==> config.mk <==
export PLATFORM = sky130hd
export DESIGN_NAME = inst_rom_arb
export DESIGN_NICKNAME = d
export VERILOG_FILES = /design/src/rtl/inst_rom_arb_pkg.sv /design/src/rtl/inst_rom_arb_rr_arb2.sv /design/src/rtl/inst_rom_arb.sv
export SDC_FILE = /design/constraint.sdc
export NUM_CORES = 1
export LEC_CHECK = 0
export ABC_AREA = 1
export BUFFER_PORTS_ARGS = -buffer_cell sky130_fd_sc_hd__buf_2
export CORE_AREA = 2 2 106 108
export DETAILED_ROUTE_END_ITERATION = 16
export DIE_AREA = 0 0 108 110
export PLACE_DENSITY = 0.6
export SLEW_MARGIN = 20
export SYNTH_ARGS = -nofsm -noshare
export SYNTH_HDL_FRONTEND = slang
export SYNTH_HIERARCHICAL = 1
export SYNTH_SLANG_ARGS = --single-unit
==> constraint.sdc <==
create_clock -name clk -period 1.9 [get_ports clk]
set_input_delay 0.095 -clock clk [delete_from_list [all_inputs] [get_ports clk]]
set_output_delay 0.095 -clock clk [all_outputs]
set_load 0.02 [all_outputs]
==> src/rtl/inst_rom_arb_pkg.sv <==
// Shared definitions for the instruction-ROM arbiter: ROM widths, master
// indices, FSM states and the default lock length.
package inst_rom_arb_pkg;

    localparam int unsigned ROM_ADDR_W      = 32;
    localparam int unsigned ROM_DATA_W      = 32;
    localparam int unsigned LOCK_MAX_DEFAULT = 16;

    // Master index, also used as the round-robin priority pointer value.
    typedef enum logic {
        MST_M0 = 1'b0,
        MST_M1 = 1'b1
    } mst_e;

    // IDLE: normal round-robin; LOCKED: requester 1 owns the ROM port.
    typedef enum logic {
        ST_IDLE   = 1'b0,
        ST_LOCKED = 1'b1
    } state_e;

    // Word-aligned byte address check on the two low address bits.
    function automatic logic is_aligned(input logic [1:0] addr_lo);
        return addr_lo == 2'b00;
    endfunction

    // Pointer value of the master that is not the given one.
    function automatic mst_e other_mst(input mst_e m);
        return (m == MST_M0) ? MST_M1 : MST_M0;
    endfunction

endpackage

==> src/rtl/inst_rom_arb_rr_arb2.sv <==
// Two-way round-robin grant: a lone requester wins, a tie goes to ptr_i.
module rr_arb2
    import inst_rom_arb_pkg::*;
(
    input  logic [1:0] req_i,
    input  mst_e       ptr_i,
    output logic [1:0] gnt_o
);

    // One-hot grant from the request pair and the priority pointer.
    always_comb begin
        // NOTE: every combinational output gets a default first so no path leaves it unassigned (no latch).
        gnt_o = 2'b00;
        unique case (req_i)
            2'b01:   gnt_o = 2'b01;
            2'b10:   gnt_o = 2'b10;
            2'b11:   gnt_o = (ptr_i == MST_M0) ? 2'b01 : 2'b10;
            default: gnt_o = 2'b00;
        endcase
    end

endmodule

==> src/rtl/inst_rom_arb.sv <==
// Arbitrates the instruction-ROM data port between the core memory stage
// (M0) and the program loader/debug port (M1). M1 may lock the port for up
// to LOCK_MAX consecutive beats; each accepted beat answers one cycle later.
module inst_rom_arb
    import inst_rom_arb_pkg::*;
#(
    parameter int unsigned ADDR_W   = ROM_ADDR_W,
    parameter int unsigned DATA_W   = ROM_DATA_W,
    parameter int unsigned LOCK_MAX = LOCK_MAX_DEFAULT
) (
    input  logic              clk,
    input  logic              rst,

    input  logic              m0_req_i,
    input  logic              m0_we_i,
    input  logic [ADDR_W-1:0] m0_addr_i,
    input  logic [DATA_W-1:0] m0_wdata_i,
    output logic              m0_gnt_o,
    output logic              m0_rvalid_o,
    output logic              m0_err_o,

    input  logic              m1_req_i,
    input  logic              m1_we_i,
    input  logic              m1_lock_i,
    input  logic [ADDR_W-1:0] m1_addr_i,
    input  logic [DATA_W-1:0] m1_wdata_i,
    output logic              m1_gnt_o,
    output logic              m1_rvalid_o,
    output logic              m1_err_o,

    output logic [DATA_W-1:0] rdata_o,

    output logic [ADDR_W-1:0] rom_addr_o,
    output logic [DATA_W-1:0] rom_wr_data_o,
    output logic              rom_wr_en_o,
    input  logic [DATA_W-1:0] rom_rd_data_i
);

    localparam int unsigned     CNT_W   = $clog2(LOCK_MAX) + 1;
    localparam logic [CNT_W-1:0] CNT_MAX = CNT_W'(LOCK_MAX);

    state_e            state_q, state_d;
    mst_e              ptr_q,   ptr_d;
    logic [CNT_W-1:0]  cnt_q,   cnt_d;
    logic [DATA_W-1:0] rdata_q, rdata_d;
    logic              rvalid0_q, rvalid0_d;
    logic              rvalid1_q, rvalid1_d;
    logic              err0_q,    err0_d;
    logic              err1_q,    err1_d;

    logic [1:0]        arb_gnt;
    logic [1:0]        gnt;
    logic              sel_we;
    logic [ADDR_W-1:0] sel_addr;
    logic [DATA_W-1:0] sel_wdata;
    logic              sel_aligned;
    logic              acc0, acc1, acc_any;
    logic [CNT_W-1:0]  cnt_next;

    rr_arb2 u_rr_arb2 (
        .req_i (m1_req_i ? (m0_req_i ? 2'b11 : 2'b10) : (m0_req_i ? 2'b01 : 2'b00)),
        .ptr_i (ptr_q),
        .gnt_o (arb_gnt)
    );

    // Grant: round-robin in IDLE, M1-only in LOCKED, nothing while in reset.
    always_comb begin
        gnt = 2'b00;
        if (!rst) begin
            unique case (state_q)
                ST_IDLE:   gnt = arb_gnt;
                ST_LOCKED: gnt = {m1_req_i, 1'b0};
                default:   gnt = 2'b00;
            endcase
        end
    end

    assign m0_gnt_o = gnt[0];
    assign m1_gnt_o = gnt[1];
    assign acc0     = m0_req_i & gnt[0];
    assign acc1     = m1_req_i & gnt[1];
    assign acc_any  = acc0 | acc1;

    // Steer the granted requester onto the ROM port; zeros when idle.
    always_comb begin
        sel_we    = 1'b0;
        sel_addr  = '0;
        sel_wdata = '0;
        if (gnt[0]) begin
            sel_we    = m0_we_i;
            sel_addr  = m0_addr_i;
            sel_wdata = m0_wdata_i;
        end else if (gnt[1]) begin
            sel_we    = m1_we_i;
            sel_addr  = m1_addr_i;
            sel_wdata = m1_wdata_i;
        end
    end

    assign sel_aligned   = is_aligned(sel_addr[1:0]);
    assign rom_addr_o    = sel_addr;
    assign rom_wr_data_o = sel_wdata;
    assign rom_wr_en_o   = acc_any & sel_we & sel_aligned;

    // Lock counter value if this beat extends the lock; saturates at LOCK_MAX.
    assign cnt_next = (state_q == ST_IDLE) ? CNT_W'(1) :
                      (cnt_q >= CNT_MAX)   ? CNT_MAX   : cnt_q + CNT_W'(1);

    // Next state: pointer rotation, lock entry/exit and the one-cycle response.
    always_comb begin
        state_d   = state_q;
        ptr_d     = ptr_q;
        cnt_d     = cnt_q;
        rdata_d   = rdata_q;
        rvalid0_d = acc0;
        rvalid1_d = acc1;
        err0_d    = acc0 & ~sel_aligned;
        err1_d    = acc1 & ~sel_aligned;

        if (state_q == ST_IDLE && m0_req_i && m1_req_i && acc_any) begin
            ptr_d = other_mst(ptr_q);
        end

        if (acc1 && m1_lock_i) begin
            cnt_d = cnt_next;
            if (cnt_next >= CNT_MAX) begin
                // Lock exhausted: hand the next contended cycle to M0.
                state_d = ST_IDLE;
                ptr_d   = MST_M0;
            end else begin
                state_d = ST_LOCKED;
            end
        end else if (acc1 && state_q == ST_LOCKED) begin
            state_d = ST_IDLE;
        end

        if (acc_any && !sel_we && sel_aligned) begin
            rdata_d = rom_rd_data_i;
        end
    end

    // State and response registers with synchronous reset.
    always_ff @(posedge clk) begin
        // NOTE: sequential state uses non-blocking assignments so every register samples pre-edge values.
        if (rst) begin
            state_q   <= ST_IDLE;
            ptr_q     <= MST_M0;
            cnt_q     <= '0;
            rdata_q   <= '0;
            rvalid0_q <= 1'b0;
            rvalid1_q <= 1'b0;
            err0_q    <= 1'b0;
            err1_q    <= 1'b0;
        end else begin
            state_q   <= state_d;
            ptr_q     <= ptr_d;
            cnt_q     <= cnt_d;
            rdata_q   <= rdata_d;
            rvalid0_q <= rvalid0_d;
            rvalid1_q <= rvalid1_d;
            err0_q    <= err0_d;
            err1_q    <= err1_d;
        end
    end

    // A response still pending when reset rises is dropped in that same cycle.
    assign m0_rvalid_o = rvalid0_q & ~rst;
    assign m1_rvalid_o = rvalid1_q & ~rst;
    assign m0_err_o    = err0_q & ~rst;
    assign m1_err_o    = err1_q & ~rst;
    assign rdata_o     = rdata_q;

endmodule

## Word-level counts from Yosys, hierarchy flattened

Index checks and enable logic that the tools add are counted.

- Reductions and logical operators: 10
- Add/subtract/negate cells: 1
- $lt $le $gt $ge: 2
- Equality and inequality tests: 3
- Shift operators: 0
- $mul: 0
- Muxes and demuxes: 22
- Divide/modulo/power cells: 0
- Bitwise logic cells: 14

Operators by type and width:

| operator | count |
|---|---|
| $mux 32 | 4 |
| $mux 1 | 11 |
| $and 1x1->1 | 10 |
| $ge 5x5->1 const B | 2 |
| $mux 5 | 2 |
| $logic_and 1x1->1 | 7 |
| $mux 2 | 3 |
| $pmux 2 s3 | 1 |
| $add 5x1->5 const B | 1 |
| $eq 2x2->1 const B | 2 |
| $pmux 2 s2 | 1 |
| $not 1->1 | 3 |
| $eq 2x1->1 const B | 1 |
| $logic_not 2->1 | 1 |
| $reduce_bool 2->1 | 1 |
| $logic_not 1->1 | 1 |
| $or 1x1->1 | 1 |

- Output and inout port bits: 103
- RAM bits: 0
- Bits in read-only memories: 0
- Input port bits: 167
- Logic and storage cells: 60
- Bits in latches: 0
- Memories: 0
- Flip-flop bits (word level): 43

## Depth between registers and ports, before layout

- Word-level depth: 12
- Depth in mapped cells: 14
- Gate-level depth less buffers: 12

## Modules after synthesis

Netlist, hierarchy kept.

Modules (own cells, without submodules):

| module | seq. area each (µm²) | instances | area an instance (µm²) | cells an instance |
|---|---|---|---|---|
| inst_rom_arb | 860.8 | 1 | 2,939.1 | 509 |
| rr_arb2 | 0.0 | 1 | 20.0 | 5 |

## Worst setup path after synthesis

OpenSTA, ideal clock, no wires.

- Path type: reg-to-output
- Start point: register ptr_q
- End point: output port rom_addr_o[10]
- Path slack: 196 ps
- Cell stages (with the launch flop): 8
- Arrival: 1,609 ps
- Data required time: 1,805 ps
- Path through: dfxtp_1 > a21oi_1 > nand3_4 > inv_2 > buf_6 > clkbuf_1 > nand2_1 > o21ai_0

RTL lines:

| element | RTL line | RTL |
|---|---|---|
| start: declaration | inst_rom_arb.sv:43 | `mst_e ptr_q, ptr_d;` |
| start signal: assignment | inst_rom_arb.sv:156 | `ptr_q <= ptr_d;` |
| $mux 2 | inst_rom_arb_rr_arb2.sv:17 | `2'b11: gnt_o = (ptr_i == MST_M0) ? 2'b01 : 2'b10;` |
| $pmux 2 s3 | inst_rom_arb_rr_arb2.sv:14 | `unique case (req_i)` |
| named net arb_gnt[0] | inst_rom_arb.sv:51 | `logic [1:0] arb_gnt;` |
| $pmux 2 s2 | inst_rom_arb.sv:70 | `unique case (state_q)` |
| $mux 2 | inst_rom_arb.sv:69 | `if (!rst) begin` |
| named net m0_gnt_o | inst_rom_arb.sv:18 | `output logic m0_gnt_o,` |
| $mux 32 | inst_rom_arb.sv:89 | `if (gnt[0]) begin` |
| end: declaration | inst_rom_arb.sv:33 | `output logic [ADDR_W-1:0] rom_addr_o,` |

The timed path passes the listed nets, and every way through them passes these cells.

## Worst setup path after layout

- Start point: register ptr_q
- End point: output port rom_addr_o[19]

- Cells in the longest elaborated chain, start to end: 6

Ends and longest elaborated chain:

| element | RTL line | RTL |
|---|---|---|
| $mux 2 | inst_rom_arb_rr_arb2.sv:17 |  |
| $pmux 2 s3 | inst_rom_arb_rr_arb2.sv:14 |  |
| named net arb_gnt[1] | inst_rom_arb.sv:51 |  |
| $pmux 2 s2 | inst_rom_arb.sv:70 |  |
| $mux 2 | inst_rom_arb.sv:69 |  |
| $mux 32 | inst_rom_arb.sv:93 | `end else if (gnt[1]) begin` |
| $mux 32 | inst_rom_arb.sv:89 |  |

The timed path passes the listed nets, and every way through them passes these cells.

==> results.yml <==
outcome:
  outcome: "finished, final reports clean"
yosys:
  syn_inst: 514
  synth_flop_cell: "dfxtp_1"
  syn-num-nets: 683
  synth-seq-area-share_pct: 29.09
  netlist_area_mm2: 0.002959
  synth_warnings: 6
  ys_types: 26
  synth_edf_count: 0
  synthArstFlopShare_pct: 0
  ys_ff_latch: 43
  synth.avg_cell_area_um2: 5.757
clock_network:
  clockRootBuffer: "clkbuf_8"
  holdBufCountCts: 0
  cts_buffer_depth: 2
  cts_tree: "yes"
  htreeDepth: 2
  clkTransAtPathRegs_ns: 0.08
  cts_made_buffers: 5
  cts_sinks: 43
  clk_latency_ns: 0.30
critical_path:
  worst_setup_path_end_kind: "output port"
  cp.required_ns: 1.80
  crit_type: "register to output port"
  critPathLaunchType: "register"
  critPathSlowestCell: "dfxtp_2"
  arrival_ns: 1.75
  max_stage_delay_ns: 0.36
  crit_chain: "buf_4 > nand2_1 > nand2_1 > nand2_2 > nand2_4 > nand2_8 > buf_12 > o21ai_2 > buf_4 > buf_4"
  cpMostUsedCell: "buf_4"
  crit_fanout: 16
cells_and_area:
  syn2layout_area_growth_pct: 63.72
  drive_gt1_share_pct: 41.74
  multi_input_area_mm2: 0.001737
  fill_cells: 1171
  postLayoutCoreUtil_pct: 45.29
  layout_commonest_cell: "buf_2"
  nets: 949
  mostFrequentLayoutCells: "buf_2 (239), nand2_1 (172), nor2_1 (78)"
  regArea_um2: 862.1
floorplanning:
  die_y_um: 110
  core_area_mm2: 0.01070
  rows: 38
  initial_utilization_pct: 27.66
  dieArea_mm2: 0.01188
  die_w_um: 108
  ioPinCount: 270
global_route:
  track_usage_pct: 19.25
  antenna_found_initial: 1
  grt_pass1_vias: 3624
  grt_overflow: 0
  grt_max_degree: 51
  grt_first_pass_wirelength_um: 18170
worst_hold_path:
  min_path_type: "input pin to register"
timing:
  tns_ns: 0
  finClkSkew_ns: 0.006720
  hold_viol: 0
  rsz0062_at_grt: "yes"
  setup_viol: 0
  tightest_slew_ns: 0.3525
  period_needed_ns: 1.850
  slew_viol_final: 0
  fin_ws_ns: 0.05049
  fin_crit_sh_pct: 97.34
  slew_headroom_pct: 76.25
  clock.fmax_mhz: 540.7
drt:
  antenna_left: 0
  dr_wl_met2_um: 6040
  wl_um: 12670
  vias_per_cell: 4.468
  routed.top_layer: "met4"
  dr_total_vias: 4124
  drc_errors: 0
  wl_per_cell_um: 13.73
  wl_met1_um: 5037
  initialDrtViolationCount: 245
  drtPass1Iterations: 6
  dr_wl_met3_um: 1348
power:
  comb_power_share_pct: 37.9
  switching_share_pct: 35.26
  p_sw_uw: 970.2
  power.internal_mw: 1.781
  ir_worst_vdd_mv: 0.3104
  power_density_mw_per_mm2: 567.9
  cellLeakagePower_nw: 2.793
  p_clk_share_pct: 26.3
  pwr-share-seq_pct: 35.7
placed_design:
  io_buffers: 269
  gp_congestion: 0.8310
  dpl_worst_slack_ns: 0.08933
  dpl.hpwl_um: 9580
job:
  maxCapViolCount: 0
==> routing by layer <==
metal	vias up	GRT usage (%)
met3	16	6.937
met5	-	0
li1	2125	-
met2	202	32.88
met4	0	5.403
met1	1781	22.84
==> power by group through the flow <==
stage	logic [mW]	clock network, mW	registers (mW)
after floorplan	0.492	0	1.06
after CTS	1.00	0.748	0.983
after global routing	1.15	0.784	0.989
after detailed placement	0.960	0	1.00
final	1.04	0.724	0.983
after global placement	0.958	0	1.00
==> registers in the layout (all words and copies together), names as in the netlist <==
register and count:
rvalid0_q 1, state_q 1, rvalid1_q 1, ptr_q 1, err1_q 1, cnt_q 5
rdata_o 32, err0_q 1
==> metrics by stage <==
step | power, mW | std cells | instance area [µm²] | hold WS, ns
2_1_floorplan | 1.556 | 514 | 2959 | 0.1674
3_3_place_gp | 1.962 | 905 | 4454 | 0.3925
3_5_place_dp | 1.964 | 905 | 4454 | 0.3894
4_1_cts | 2.731 | 917 | 4682 | 0.07168
5_1_grt | 2.922 | 921 | 4840 | 0.07211
6_report | 2.751 | 923 | 4845 | 0.08134
==> synth_stat cells, types with 3 or more instances <==
cell type    n  area share (%)
nand2_1    173              22
nor2_1      79              10
o21ai_0     65              11
inv_1       48             6.1
dfxtp_1     43              29
nand3_1     35             5.9
clkbuf_1    12             1.5
buf_2        8             1.4
buf_6        8             3.0
a21oi_1      5            0.85
nand2_2      5             1.1
inv_2        4            0.51
nor3_1       4            0.68
buf_1        3            0.38
buf_4        3            0.76
nor2_2       3            0.63
nor2_4       3             1.1
==> final timing paths <==
kind,startpoint,end,slack [ns],cells past startpoint
worst max register to register,ptr_q,cnt_q[2],0.17,11
worst min register to register,rdata_o[8],rdata_o[8],0.49,2
worst max-delay path,ptr_q,rom_addr_o[19],0.05,10
worst min-delay path,rst,state_q,0.08,2
==> kinds of logic (layout without fill, tap and decap cells) <==
logic type,Yosys count,after routing,synth area share (%)
flip-flops,43,43,29.09
AND/OR/NAND/NOR,307,307,42.96
XOR/XNOR,1,1,0.2960
AO/OA/AOI/OAI,75,75,13.15
buffers and inverters,86,353,13.66
other,0,2,0
adder cells (fa/ha/maj),2,2,0.8455
==> timing repair <==
| item | in CTS | in global routing |
|---|---|---|
| pin swaps | 0 | 2 |
| cloned | 2 | 2 |
| gates resized for setup | 16 | 52 |
| setup buffers | 2 | 2 |
| endpoints found under the setup margin | 62 | 58 |
==> worst max-delay path: cells and delay by family (launching register included) <==
family,cells,cell delay [ns]
AND/OR/NAND/NOR,5,0.40
buffers and inverters,4,0.56
flip-flops,1,0.36
AO/OA/AOI/OAI,1,0.13
==> final cells by class <==
type | count | area share, %
antenna | 2 | 0.1033
multi-input combinational | 385 | 35.85
inverter | 52 | 4.081
sequential | 43 | 17.79
clock inverter | 3 | 0.9039
timing repair buffer | 293 | 36.23
tap | 140 | 3.616
clock buffer | 5 | 1.420
(Power assumes the default switching activity.)
